--- config.mk ---
export PLATFORM = sky130hd
export DESIGN_NAME = debug_uart_tx_flat
export DESIGN_NICKNAME = d
export VERILOG_FILES = /design/src/rtl/debug_uart_tx_if.sv /design/src/rtl/debug_uart_tx.sv /design/src/flat_wrapper.sv
export SDC_FILE = /design/constraint.sdc
export NUM_CORES = 1
export LEC_CHECK = 0
export BUFFER_PORTS_ARGS = -buffer_cell sky130_fd_sc_hd__buf_2
export CAP_MARGIN = 30
export CORE_AREA = 2 2 96 98
export DETAILED_ROUTE_END_ITERATION = 8
export DIE_AREA = 0 0 98 100
export PLACE_DENSITY = 0.83
export SETUP_SLACK_MARGIN = 0.1
export SLEW_MARGIN = 10
export SYNTH_ARGS = -nofsm -noshare
export SYNTH_HDL_FRONTEND = slang
export SYNTH_SLANG_ARGS = --single-unit
--- constraint.sdc ---
create_clock -name clk -period 3.4 [get_ports clk]
set_input_delay 0.68 -clock clk [delete_from_list [all_inputs] [get_ports clk]]
set_output_delay 0.68 -clock clk [all_outputs]
set_load 0.1 [all_outputs]
--- src/rtl/debug_uart_tx_if.sv ---
// Data-bus port of the debug UART: chip-enable, write strobe,
// one address bit, write data and combinational read data.
interface debug_uart_tx_if;
  logic        ce_i;
  logic        we_i;
  logic        addr_i;
  logic [31:0] data_i;
  logic [31:0] data_o;

  modport master (
    output ce_i, we_i, addr_i, data_i,
    input  data_o
  );

  modport slave (
    input  ce_i, we_i, addr_i, data_i,
    output data_o
  );
endinterface

--- src/rtl/debug_uart_tx.sv ---
// Memory-mapped debug UART transmitter: byte FIFO feeding an
// 8N1 serializer, with a STATUS register and idle interrupt.
module debug_uart_tx #(
  parameter int CLK_DIV    = 434,
  parameter int FIFO_DEPTH = 8
) (
  input  logic             clk,
  input  logic             rst,
  debug_uart_tx_if.slave   bus,
  output logic             tx_o,
  output logic             irq_o
);
  localparam int AW   = $clog2(FIFO_DEPTH);
  localparam int CW   = AW + 1;
  localparam int BW   = $clog2(CLK_DIV);
  localparam logic [BW-1:0] RELOAD = BW'(CLK_DIV - 1);

  typedef enum logic [1:0] {IDLE, START, DATA, STOP} state_t;

  state_t        state_q, state_n;
  logic [BW-1:0] cnt_q, cnt_n;
  logic [2:0]    bit_q, bit_n;
  logic [7:0]    shift_q, shift_n;
  logic          tx_n;

  logic [7:0]    mem [FIFO_DEPTH];
  logic [AW-1:0] head_q, tail_q;
  logic [CW-1:0] count_q, count_n;
  logic          ovf_q;

  logic full, empty, push, wr_ok, clr, pop;
  logic unused_bits;

  assign unused_bits = ^bus.data_i[31:8];

  assign full  = count_q == CW'(FIFO_DEPTH);
  assign empty = count_q == '0;
  assign push  = bus.ce_i & bus.we_i & ~bus.addr_i;
  assign clr   = bus.ce_i & bus.we_i & bus.addr_i;
  // Full is judged on the pre-edge count, so a same-edge pop
  // never makes room for a push.
  assign wr_ok = push & ~full;
  assign pop   = (state_q == IDLE) & ~empty;

  always_comb begin
    count_n = count_q;
    if (wr_ok & ~pop)
      count_n = count_q + CW'(1);
    else if (pop & ~wr_ok)
      count_n = count_q - CW'(1);
  end

  always_comb begin
    state_n = state_q;
    cnt_n   = cnt_q;
    bit_n   = bit_q;
    shift_n = shift_q;
    tx_n    = tx_o;
    unique case (state_q)
      IDLE: begin
        tx_n = 1'b1;
        if (pop) begin
          shift_n = mem[head_q];
          cnt_n   = RELOAD;
          tx_n    = 1'b0;
          state_n = START;
        end
      end
      START: begin
        if (cnt_q == '0) begin
          cnt_n   = RELOAD;
          tx_n    = shift_q[0];
          bit_n   = 3'd0;
          state_n = DATA;
        end else begin
          cnt_n = cnt_q - BW'(1);
        end
      end
      DATA: begin
        if (cnt_q == '0) begin
          cnt_n = RELOAD;
          if (bit_q == 3'd7) begin
            tx_n    = 1'b1;
            state_n = STOP;
          end else begin
            shift_n = shift_q >> 1;
            tx_n    = shift_q[1];
            bit_n   = bit_q + 3'd1;
          end
        end else begin
          cnt_n = cnt_q - BW'(1);
        end
      end
      STOP: begin
        tx_n = 1'b1;
        if (cnt_q == '0)
          state_n = IDLE;
        else
          cnt_n = cnt_q - BW'(1);
      end
      default: state_n = IDLE;
    endcase
  end

  always_ff @(posedge clk) begin
    if (!rst) begin
      state_q <= IDLE;
      cnt_q   <= '0;
      bit_q   <= '0;
      shift_q <= '0;
      tx_o    <= 1'b1;
      irq_o   <= 1'b1;
      head_q  <= '0;
      tail_q  <= '0;
      count_q <= '0;
      ovf_q   <= 1'b0;
    end else begin
      state_q <= state_n;
      cnt_q   <= cnt_n;
      bit_q   <= bit_n;
      shift_q <= shift_n;
      tx_o    <= tx_n;
      irq_o   <= (count_n == '0) & (state_n == IDLE);
      count_q <= count_n;
      if (wr_ok)
        tail_q <= tail_q + AW'(1);
      if (pop)
        head_q <= head_q + AW'(1);
      if (push & full)
        ovf_q <= 1'b1;
      else if (clr)
        ovf_q <= 1'b0;
    end
  end

  always_ff @(posedge clk) begin
    if (wr_ok)
      mem[tail_q] <= bus.data_i[7:0];
  end

  always_comb begin
    bus.data_o = '0;
    if (bus.ce_i & bus.addr_i)
      bus.data_o = {28'd0, ovf_q, state_q != IDLE, empty, full};
  end
endmodule

--- src/flat_wrapper.sv ---
// flat-port wrapper written by rule: the top's interface ports become plain ports
module debug_uart_tx_flat 
#(
  parameter int CLK_DIV    = 434,
  parameter int FIFO_DEPTH = 8
)
  (clk, rst, tx_o, irq_o, bus_ce_i, bus_we_i, bus_addr_i, bus_data_i, bus_data_o);
  debug_uart_tx_if bus_i ();
  input  logic clk;
  input  logic rst;
  output logic tx_o;
  output logic irq_o;
  input wire logic [$bits(bus_i.ce_i)-1:0] bus_ce_i;
  input wire logic [$bits(bus_i.we_i)-1:0] bus_we_i;
  input wire logic [$bits(bus_i.addr_i)-1:0] bus_addr_i;
  input wire logic [$bits(bus_i.data_i)-1:0] bus_data_i;
  output wire logic [$bits(bus_i.data_o)-1:0] bus_data_o;
  assign bus_i.ce_i = bus_ce_i;
  assign bus_i.we_i = bus_we_i;
  assign bus_i.addr_i = bus_addr_i;
  assign bus_i.data_i = bus_data_i;
  assign bus_data_o = bus_i.data_o;
  debug_uart_tx #(.CLK_DIV(CLK_DIV), .FIFO_DEPTH(FIFO_DEPTH)) u_core (.clk(clk), .rst(rst), .bus(bus_i), .tx_o(tx_o), .irq_o(irq_o));
endmodule
==> results of run 1 <==
-- worst paths after layout --
check	startpoint	to	slack [ps]	depth (start not counted)
worst min register to register	u_core.shift_q[3]	u_core.shift_q[3]	480	2
worst max-delay path	u_core.count_q[0]	bus_data_o[1]	710	5
worst min-delay path	u_core.shift_q[3]	u_core.shift_q[3]	480	2
worst max register to register	u_core.count_q[0]	u_core.mem[7][6]	940	6
-- cell type report --
type	instances	area [um2]
Timing Repair Buffer	26	150
Multi-Input combinational cell	263	1930
Sequential cell	102	2680
Inverter	14	52.6
Clock buffer	9	124
Clock inverter	7	83.8
Fill cell	719	3730
Tap cell	111	139
-- cell usage after synthesis, drive strengths merged (3+ instances only) --
cell type  number  area share (%)
and3b           3            0.54
a31oi           7            0.90
a21boi         15             2.4
nand2          30             2.3
xnor2           5            0.90
o211ai          6            0.93
and2            9             1.2
xor2            6             1.1
nor3b           3            0.57
nand3          11             1.1
ha             13             3.3
a211o           6             1.1
nor4            3            0.69
inv            14             1.1
nand4           3            0.39
nor2b           9             1.2
buf            35             5.3
mux4           16             7.4
a211oi          9             1.4
a21oi           6            0.62
clkbuf         12            0.93
nor2           21             1.6
nor3           10             1.0
o21ai          14             1.5
dfxtp          38              16
edfxtp         64              39
nor4b           3            0.67
-- state kept, by name, summed over array words and instances (netlist names), named ones only --
| name | cells |
|---|---|
| u_core.tail_q | 3 |
| u_core.ovf_q | 1 |
| u_core.count_q | 4 |
| u_core.mem | 64 |
| u_core.head_q | 3 |
| u_core.state_q | 2 |
| u_core.cnt_q | 9 |
| u_core.bit_q | 3 |
| u_core.shift_q | 8 |
| u_core.tx_o | 1 |
| u_core.irq_o | 1 |
-- worst reg2reg max path, stage by stage, from the launching register on --
cell and delay [ps]:
dfxtp_1 440, inv_1 90, ha_1 250, and3b_1 220, nor2_1 250, nand2_1 160
nor2_1 670
-- cells by family after synthesis --
family | after synthesis | synth area share, %
AND/OR/NAND/NOR | 115 | 12.8
adder cells (fa/ha/maj) | 13 | 3.34
flip-flops | 102 | 55.1
XOR/XNOR | 11 | 1.98
multiplexers | 18 | 7.82
buffers and inverters | 61 | 7.35
AO/OA/AOI/OAI | 78 | 11.5
other | 1 | 0.0770
-- power by group through the flow --
stage                     sequential [W]  combinational [W]  clock (W)
final                            0.00164            0.00162   0.000761
after global routing             0.00167            0.00179   0.000825
after CTS                        0.00164            0.00161   0.000775
after detailed placement         0.00167            0.00160          0
after global placement           0.00166            0.00155          0
after floorplan                  0.00167            0.00138          0
-- metal layers --
metal,wire (um),GRT usage [%],vias up
met5,0,0,-
met4,65,6.30,0
met3,304,2.92,4
met2,4380,32.8,70
met1,3670,22.7,1492
li1,-,-,1466
-- stage by stage --
step / total power [W] / worst slack (ps) / cells / hold WS (ps) / area (um2)
3_3_place_gp: 0.00321 / 978 / 516 / 451 / 4950
6_report: 0.00402 / 712 / 532 / 476 / 5160
5_1_grt: 0.00428 / 603 / 532 / 499 / 5160
4_1_cts: 0.00403 / 690 / 532 / 479 / 5160
2_1_floorplan: 0.00305 / 447 / 426 / 429 / 4970
3_5_place_dp: 0.00327 / 900 / 516 / 463 / 4950
==> impl_metrics.json, run 1 <==
{
  "drive_above_1_share_pct": 15.9,
  "antenna_found_initial": 0,
  "cp_slowest_stage_delay_ps": 430,
  "cts_tree": "built",
  "worstPathBufferInverterCount": 2,
  "syn2layout_area_growth_pct": 6.02,
  "initial_core_util_pct": 54.8,
  "ys_types": 56,
  "coreArea_um2": 8890,
  "io_pins": 71,
  "irDropWorstVdd_uv": 408,
  "die_w_um": 98,
  "grt_pass1_wl_um": 14200,
  "arrival_ps": 2010,
  "crit_family": "buffers and inverters",
  "slew_headroom_pct": 44.4,
  "critPathKind": "flop to primary output",
  "rsz0062_at_grt": "no",
  "drt-initial-drc-count": 214,
  "maxSlewViolCount": 0,
  "cts_root_buffer": "clkbuf_8",
  "syn_area_um2": 4870,
  "ant_nets": 0,
  "cts.reportedPaths.clkPinSlew_ps": 110,
  "viasPerCell": 5.70,
  "fin_nets": 466,
  "cp-start-kind": "flop",
  "cpMaxStageDelayCell": "buf_2",
  "layout_commonest_cell": "edfxtp_1",
  "tns_ps": 0,
  "status": "finished, final reports clean",
  "grt_pass1_vias": 2938,
  "synth_flop_cell": "edfxtp_1",
  "finalWirelength_um": 8420,
  "track_usage_pct": 18.3,
  "avgSynthCellArea_um2": 12.2,
  "critPathCaptureType": "primary output",
  "min_period_ps": 2690,
  "drv_cap": 0,
  "cts_hold_buf": 0,
  "powerDensity_nw_per_um2": 779,
  "wl_per_cell_um": 15.8,
  "ys_seq_area_share_pct": 55.1,
  "seq_power_share_pct": 40.8,
  "comb_power_share_pct": 40.3,
  "clkLatencyLatePin_ps": 370,
  "synth_edf_count": 64,
  "path_cells": "inv_1, ha_1, or3b_1, nor2_1, buf_2",
  "final_cell_mix": "edfxtp_1 (64), dfxtp_1 (38), nand2_1 (30)",
  "row_count": 35,
  "tightest_slew_ps": 834,
  "min_path_type": "flop to flop",
  "clock_power_share_pct": 18.9,
  "final_util_pct": 58.0,
  "htreeDepth": 3,
  "numCtsBuffers": 9,
  "ys_ff_latch": 102,
  "num_antenna_cells": 0,
  "overflow": 0,
  "swShare_pct": 40.8,
  "crit_fanout": 7,
  "power.leakage_nw": 1.86,
  "io_buffers": 18,
  "clkSinkCount": 102,
  "yosysWarningCount": 0,
  "fmax_ghz": 0.372,
  "clockBufferDepth": 2,
  "finalHoldViolCount": 0,
  "grt_max_degree": 34,
  "skew_ps": 11.4,
  "postCtsSetupBuffers": 0,
  "vias": 3032,
  "p_int_w": 0.00238,
  "dieArea_um2": 9800,
  "synthCells": 399,
  "async_flop_share_pct": 0,
  "drc": 0,
  "die_h_um": 100,
  "post_cts_resized": 0,
  "p_sw_w": 0.00164,
  "routabilityCongestion": 0.876,
  "dp_hpwl_um": 5760,
  "setup_viol": 0,
  "firstDrtPassIters": 4,
  "worstPathRequired_ps": 2720,
  "fin_crit_sh_pct": 79.1
}
Note: power is estimated with default switching activity, not from simulation.
==> run 2, diff against run 1 <==
==> constraint.sdc (replaced) <==
create_clock -name clk -period 2.55 [get_ports clk]
set_input_delay 0.51 -clock clk [delete_from_list [all_inputs] [get_ports clk]]
set_output_delay 0.51 -clock clk [all_outputs]
set_load 0.1 [all_outputs]
==> run 2 against run 1 <==
Net effect: non-clock buffer count rose by 3; sequential share of layout area decreased by 0.35 points; worst hold slack worse by 81 ps; global-route usage up 0.47 points; core utilization rose by 0.39 points; first-iteration DRC count up 26%; routed wire length is 3.1% higher; power rose by 34%; cell count is 0.56% higher; critical endpoint unchanged; highest routed layer unchanged.
==> impl_metrics.json, run 2 (same netlist as run 1, synthesis figures left out) <==
{
  "wl_per_cell_um": 16.2,
  "drv_cap": 0,
  "initial_core_util_pct": 54.8,
  "worstPathRequired_ps": 2040,
  "power_w": 0.00537,
  "cpMaxStageDelayCell": "or3b_4",
  "drive_above_1_share_pct": 17.5,
  "path_cells": "inv_1, ha_1, or3b_4, nor2_2, buf_8",
  "io_pins": 71,
  "cts_root_buffer": "clkbuf_8",
  "setup_viol": 0,
  "die_w_um": 98,
  "grt_pass1_vias": 2892,
  "layout_commonest_cell": "edfxtp_1",
  "grt_pass1_wl_um": 14400,
  "fin_nets": 469,
  "top_regs": "u_core.mem (64), u_core.cnt_q (9), u_core.shift_q (8)",
  "arrival_ps": 1840,
  "finalHoldViolCount": 0,
  "clkLatencyLatePin_ps": 370,
  "grt_max_degree": 34,
  "numCtsBuffers": 9,
  "min_period_ps": 2350,
  "die_h_um": 100,
  "coreArea_um2": 8890,
  "cp-start-kind": "flop",
  "cp_slowest_stage_delay_ps": 430,
  "ant_nets": 0,
  "firstDrtPassIters": 5,
  "rrSetupSlack_ps": 320,
  "finalWirelength_um": 8680,
  "cts.reportedPaths.clkPinSlew_ps": 110,
  "power.leakage_nw": 1.87,
  "clockBufferDepth": 2,
  "antenna_found_initial": 0,
  "htreeDepth": 3,
  "status": "finished, final reports clean",
  "powerDensity_nw_per_um2": 1030,
  "syn2layout_area_growth_pct": 6.74,
  "min_path_type": "primary input to flop",
  "dieArea_um2": 9800,
  "track_usage_pct": 18.8,
  "final_cell_mix": "edfxtp_1 (64), dfxtp_1 (38), nand2_1 (30)",
  "viasPerCell": 5.72,
  "largest_reg_flops": 64,
  "maxSlewViolCount": 0,
  "drt-initial-drc-count": 269,
  "routabilityCongestion": 0.917,
  "drc": 0,
  "vias": 3060,
  "crit_fanout": 7,
  "num_antenna_cells": 0,
  "stdcell_area_um2": 5190,
  "overflow": 0,
  "cts_tree": "built",
  "fmax_ghz": 0.426,
  "slew_headroom_pct": 58.9,
  "clkSinkCount": 102,
  "fin_hold_ws_ps": 395,
  "tns_ps": 0,
  "worstPathBufferInverterCount": 2,
  "crit_family": "simple AND/OR/NAND/NOR gates",
  "irDropWorstVdd_uv": 661,
  "layoutNonFillerInstCount": 535,
  "placed_area_um2": 4980,
  "tightest_slew_ps": 613,
  "critPathCaptureType": "primary output",
  "dp_hpwl_um": 5920,
  "io_buffers": 18,
  "numPlacedInstances": 519,
  "fin_crit_sh_pct": 92.2,
  "largest-register": "u_core.mem",
  "fillCellCount": 694,
  "row_count": 35,
  "skew_ps": 13.0,
  "critPathKind": "flop to primary output",
  "rsz0062_at_grt": "yes"
}
run 2: final timing paths:
path / endpoint / start / cells past startpoint
min reg2reg: u_core.shift_q[3] / u_core.shift_q[3] / 2
max: bus_data_o[1] / u_core.count_q[0] / 5
max reg2reg: u_core.mem[6][3] / u_core.count_q[0] / 7
min: u_core.mem[1][2] / bus_data_i[2] / 1
run 2: power by group:
group / internal [W] / switching [W]
combinational: 0.000857 / 0.00138
sequential: 0.00195 / 0.000204
clock: 0.000385 / 0.000597
total: 0.00319 / 0.00218
run 2: per-stage QoR:
step	worst slack, ps	util (%)
5_1_grt	83.3	58.4
3_5_place_dp	383	56.0
3_3_place_gp	445	56.0
6_report	200	58.4
4_1_cts	127	58.3
2_1_floorplan	113	-
run 2: layout make-up:
cell class | instances | area [um2] | area share (%)
Tap cell | 111 | 139 | 2.67
Inverter | 14 | 52.6 | 1.01
Clock inverter | 7 | 73.8 | 1.42
Clock buffer | 9 | 124 | 2.38
Multi-Input combinational cell | 263 | 1940 | 37.3
Timing Repair Buffer | 29 | 185 | 3.56
Sequential cell | 102 | 2680 | 51.6
run 2: worst reg2reg max path, stage by stage (launching register included):
cell and delay, ps:
dfxtp_1 450, inv_1 90, ha_1 260, and3b_1 230, nor2_1 270, nand2_1 170
nor3b_1 240, buf_4 230
run 2: what timing repair did:
action / in CTS / in global routing
hold endpoints to repair: 0 / 0
hold buffers: 0 / 0
setup buffers: 0 / 0
resized for setup: 1 / 4
setup endpoints to repair: 1 / 2
pin swaps: 0 / 0
run 2: metal layers:
layer / track usage, % / part of all wire (%) / wire length [um]
met1: 23.8 / 42 / 3680
met2: 32.6 / 52 / 4540
met3: 3.83 / 4.0 / 344
met4: 6.09 / 1.3 / 116
met5: 0 / 0 / 0
==> run 3, diff against run 2 <==
--- a/config.mk
+++ b/config.mk
@@ -5,12 +5,13 @@
 export SDC_FILE = /design/constraint.sdc
 export NUM_CORES = 1
 export LEC_CHECK = 0
+export ABC_AREA = 1
 export BUFFER_PORTS_ARGS = -buffer_cell sky130_fd_sc_hd__buf_2
 export CAP_MARGIN = 30
-export CORE_AREA = 2 2 96 98
+export CORE_AREA = 2 2 97 99
 export DETAILED_ROUTE_END_ITERATION = 8
-export DIE_AREA = 0 0 98 100
-export PLACE_DENSITY = 0.83
+export DIE_AREA = 0 0 99 101
+export PLACE_DENSITY = 0.82
 export SETUP_SLACK_MARGIN = 0.1
 export SLEW_MARGIN = 10
 export SYNTH_ARGS = -nofsm -noshare
==> run 3 against run 2 <==
Net effect: cell count is 28% higher; via count is 17% higher; maximum frequency is 3.1% higher; sequential power is 3% lower; critical endpoint unchanged; largest power group unchanged.
==> impl_metrics.json, run 3 <==
{
  "status": "finished, final reports clean",
  "drive_above_1_share_pct": 14.7,
  "synth_top_family_by_area": "simple AND/OR/NAND/NOR gates",
  "critPathCaptureType": "primary output",
  "ys_seq_area_share_pct": 54.4,
  "synth_edf_count": 64,
  "tns_ps": 0,
  "fmax_ghz": 0.439,
  "layout_commonest_cell": "nand2_1",
  "setup_ws_ps": 271,
  "arrival_ps": 1770,
  "cts_root_buffer": "clkbuf_8",
  "synth_adder_area_share_pct": 3.30,
  "rrSetupSlack_ps": 610,
  "rsz0062_at_grt": "no",
  "slew_headroom_pct": 40.1,
  "numPlacedInstances": 668,
  "power_w": 0.00551,
  "row_count": 35,
  "fin_hold_ws_ps": 337,
  "grt_pass1_vias": 3297,
  "synth_mux_area_share_pct": 0,
  "dieArea_um2": 10000,
  "ys_types": 38,
  "r2r-start": "u_core.count_q[0]",
  "tightest_slew_ps": 898,
  "fin_crit_sh_pct": 89.4,
  "ys_ff_latch": 102,
  "min_path_type": "primary input to flop",
  "async_flop_share_pct": 0,
  "drv_cap": 0,
  "min_period_ps": 2280,
  "powerDensity_nw_per_um2": 1040,
  "cts_tree": "built",
  "drc": 0,
  "io_buffers": 18,
  "clockBufferDepth": 2,
  "met1_length_um": 3790,
  "vias": 3568,
  "grt_max_degree": 33,
  "finalHoldViolCount": 0,
  "track_usage_pct": 18.8,
  "cp-startpoint": "u_core.count_q[0]",
  "htreeDepth": 3,
  "worst_r2r_path_depth": 11,
  "yosys.area_share.simple_pct": 20.9,
  "hold_start": "bus_we_i",
  "crit_fanout": 5,
  "num_antenna_cells": 0,
  "largest-register": "u_core.mem",
  "coreArea_um2": 8980,
  "cp-start-kind": "flop",
  "fin_nets": 618,
  "synth_top_area_share_pct": 39.0,
  "synth_flop_cell": "edfxtp_1",
  "synth_common_cells": "nand2_1 (89), nor2_1 (85), edfxtp_1 (64)",
  "io_pins": 71,
  "fillCellCount": 728,
  "routabilityCongestion": 0.846,
  "maxSlewViolCount": 0,
  "firstDrtPassIters": 4,
  "syn2layout_area_growth_pct": 7.41,
  "ant_nets": 0,
  "yosysMostFrequentCell": "nand2_1",
  "drt-initial-drc-count": 174,
  "wl_per_cell_um": 13.3,
  "worstPathRequired_ps": 2040,
  "die_w_um": 99,
  "setup_viol": 0,
  "synth_xor_area_share_pct": 0.533,
  "yosysWarningCount": 0,
  "largest_reg_flops": 64,
  "rr_endpoint": "u_core.shift_q[3]",
  "cts.reportedPaths.clkPinSlew_ps": 100,
  "overflow": 0,
  "top_layer": "met4",
  "synth_top_area_cell": "edfxtp_1",
  "dp_hpwl_um": 6460,
  "preCtsSetupSlack_ps": 597,
  "finalWirelength_um": 9110,
  "clkSinkCount": 102,
  "cts_hold_buf": 0,
  "cp_slowest_stage_delay_ps": 420,
  "synth_compound_area_share_pct": 11.5,
  "clkLatencyLatePin_ps": 380,
  "skew_ps": 16.5,
  "final_cell_mix": "nand2_1 (89), nor2_1 (82), edfxtp_1 (64)",
  "syn_area_um2": 4930,
  "initial_core_util_pct": 54.9,
  "worstHoldPathCells": 2,
  "antenna_found_initial": 0,
  "die_h_um": 101,
  "yosys-top-cells-area": "edfxtp_1 (39%), dfxtp_1 (15%), nand2_1 (6.8%)",
  "viasPerCell": 5.22,
  "power.leakage_nw": 2.18,
  "dr_wl_met2_um": 4700,
  "path_cells": "inv_1, ha_1, nand2_2, nor2_2, buf_2",
  "wl_met3_um": 498,
  "critPathKind": "flop to primary output",
  "irDropWorstVdd_uv": 479,
  "cpMaxStageDelayCell": "buf_2",
  "avgSynthCellArea_um2": 9.13,
  "synthCells": 540,
  "hold_end": "u_core.ovf_q",
  "top_regs": "u_core.mem (64), u_core.cnt_q (9), u_core.shift_q (8)",
  "grt_pass1_wl_um": 14900,
  "numCtsBuffers": 9,
  "layoutNonFillerInstCount": 684
}
## run 3: cell types whose count changed after synthesis, sizes merged, moves of 16 or more
cell	previous run	this run
a21oi	6	34
nand3	11	34
inv	14	47
nand2	30	96
o21ai	14	49
nor2	21	89
mux4	16	0
## run 3: worst max-delay path, delay by kind of cell, from the launching register on
| kind | cells | cell delay [ps] |
|---|---|---|
| adders and majority gates | 1 | 330 |
| buffers and inverters | 2 | 520 |
| DFF | 1 | 350 |
| and+or+nand+nor | 2 | 190 |
## run 3: routing by layer
layer	up-vias	global-route usage [%]
li1	1806	-
met1	1654	22.0
met2	94	33.3
met3	14	5.41
met4	0	6.43
met5	-	0
## run 3: stage by stage
step                utilization [%]  area, um2
floorplan                         -       5040
global placement               56.8       5100
detailed placement             56.8       5100
CTS                            59.0       5300
global route                   59.0       5300
finish                         59.0       5300
## run 3: cell families after synthesis
family / count (synthesis)
simple gates: 232
flops: 102
compound gates: 98
buf+inv: 91
fa+ha+maj: 13
xor+xnor: 3
other cells: 1
## run 3: cell type report
type                    instances  area, um2  area share [%]
well taps                     111        139            2.62
clock inverters                 7       70.1            1.32
repair buffers                 32        198            3.73
clock buffers                   9        124            2.34
flip-flops and latches        102       2680            50.6
inverters                      49        188            3.54
multi-input cells             374       1900            35.8
## run 3: worst max path at each step
stage          cells after the start  slack, ps             to
2_1_floorplan                      2        150  bus_data_o[3]
3_3_place_gp                       5        630  bus_data_o[0]
3_5_place_dp                       5        600  bus_data_o[0]
4_1_cts                            5        180  bus_data_o[0]
5_1_grt                            5        170  bus_data_o[0]
6_report                           5        270  bus_data_o[1]
## run 3: repair_timing
item                                    4_1_cts  5_1_grt
resized for setup                             0        1
setup buffers                                 0        0
endpoints found under the setup margin        0        1
## run 3: power breakdown
group	total, W	leakage (nW)	internal, W	switching [W]
logic	0.00242	1.19	0.000750	0.00167
clock network	0.00100	0.101	0.000384	0.000617
registers	0.00209	0.889	0.00194	0.000153
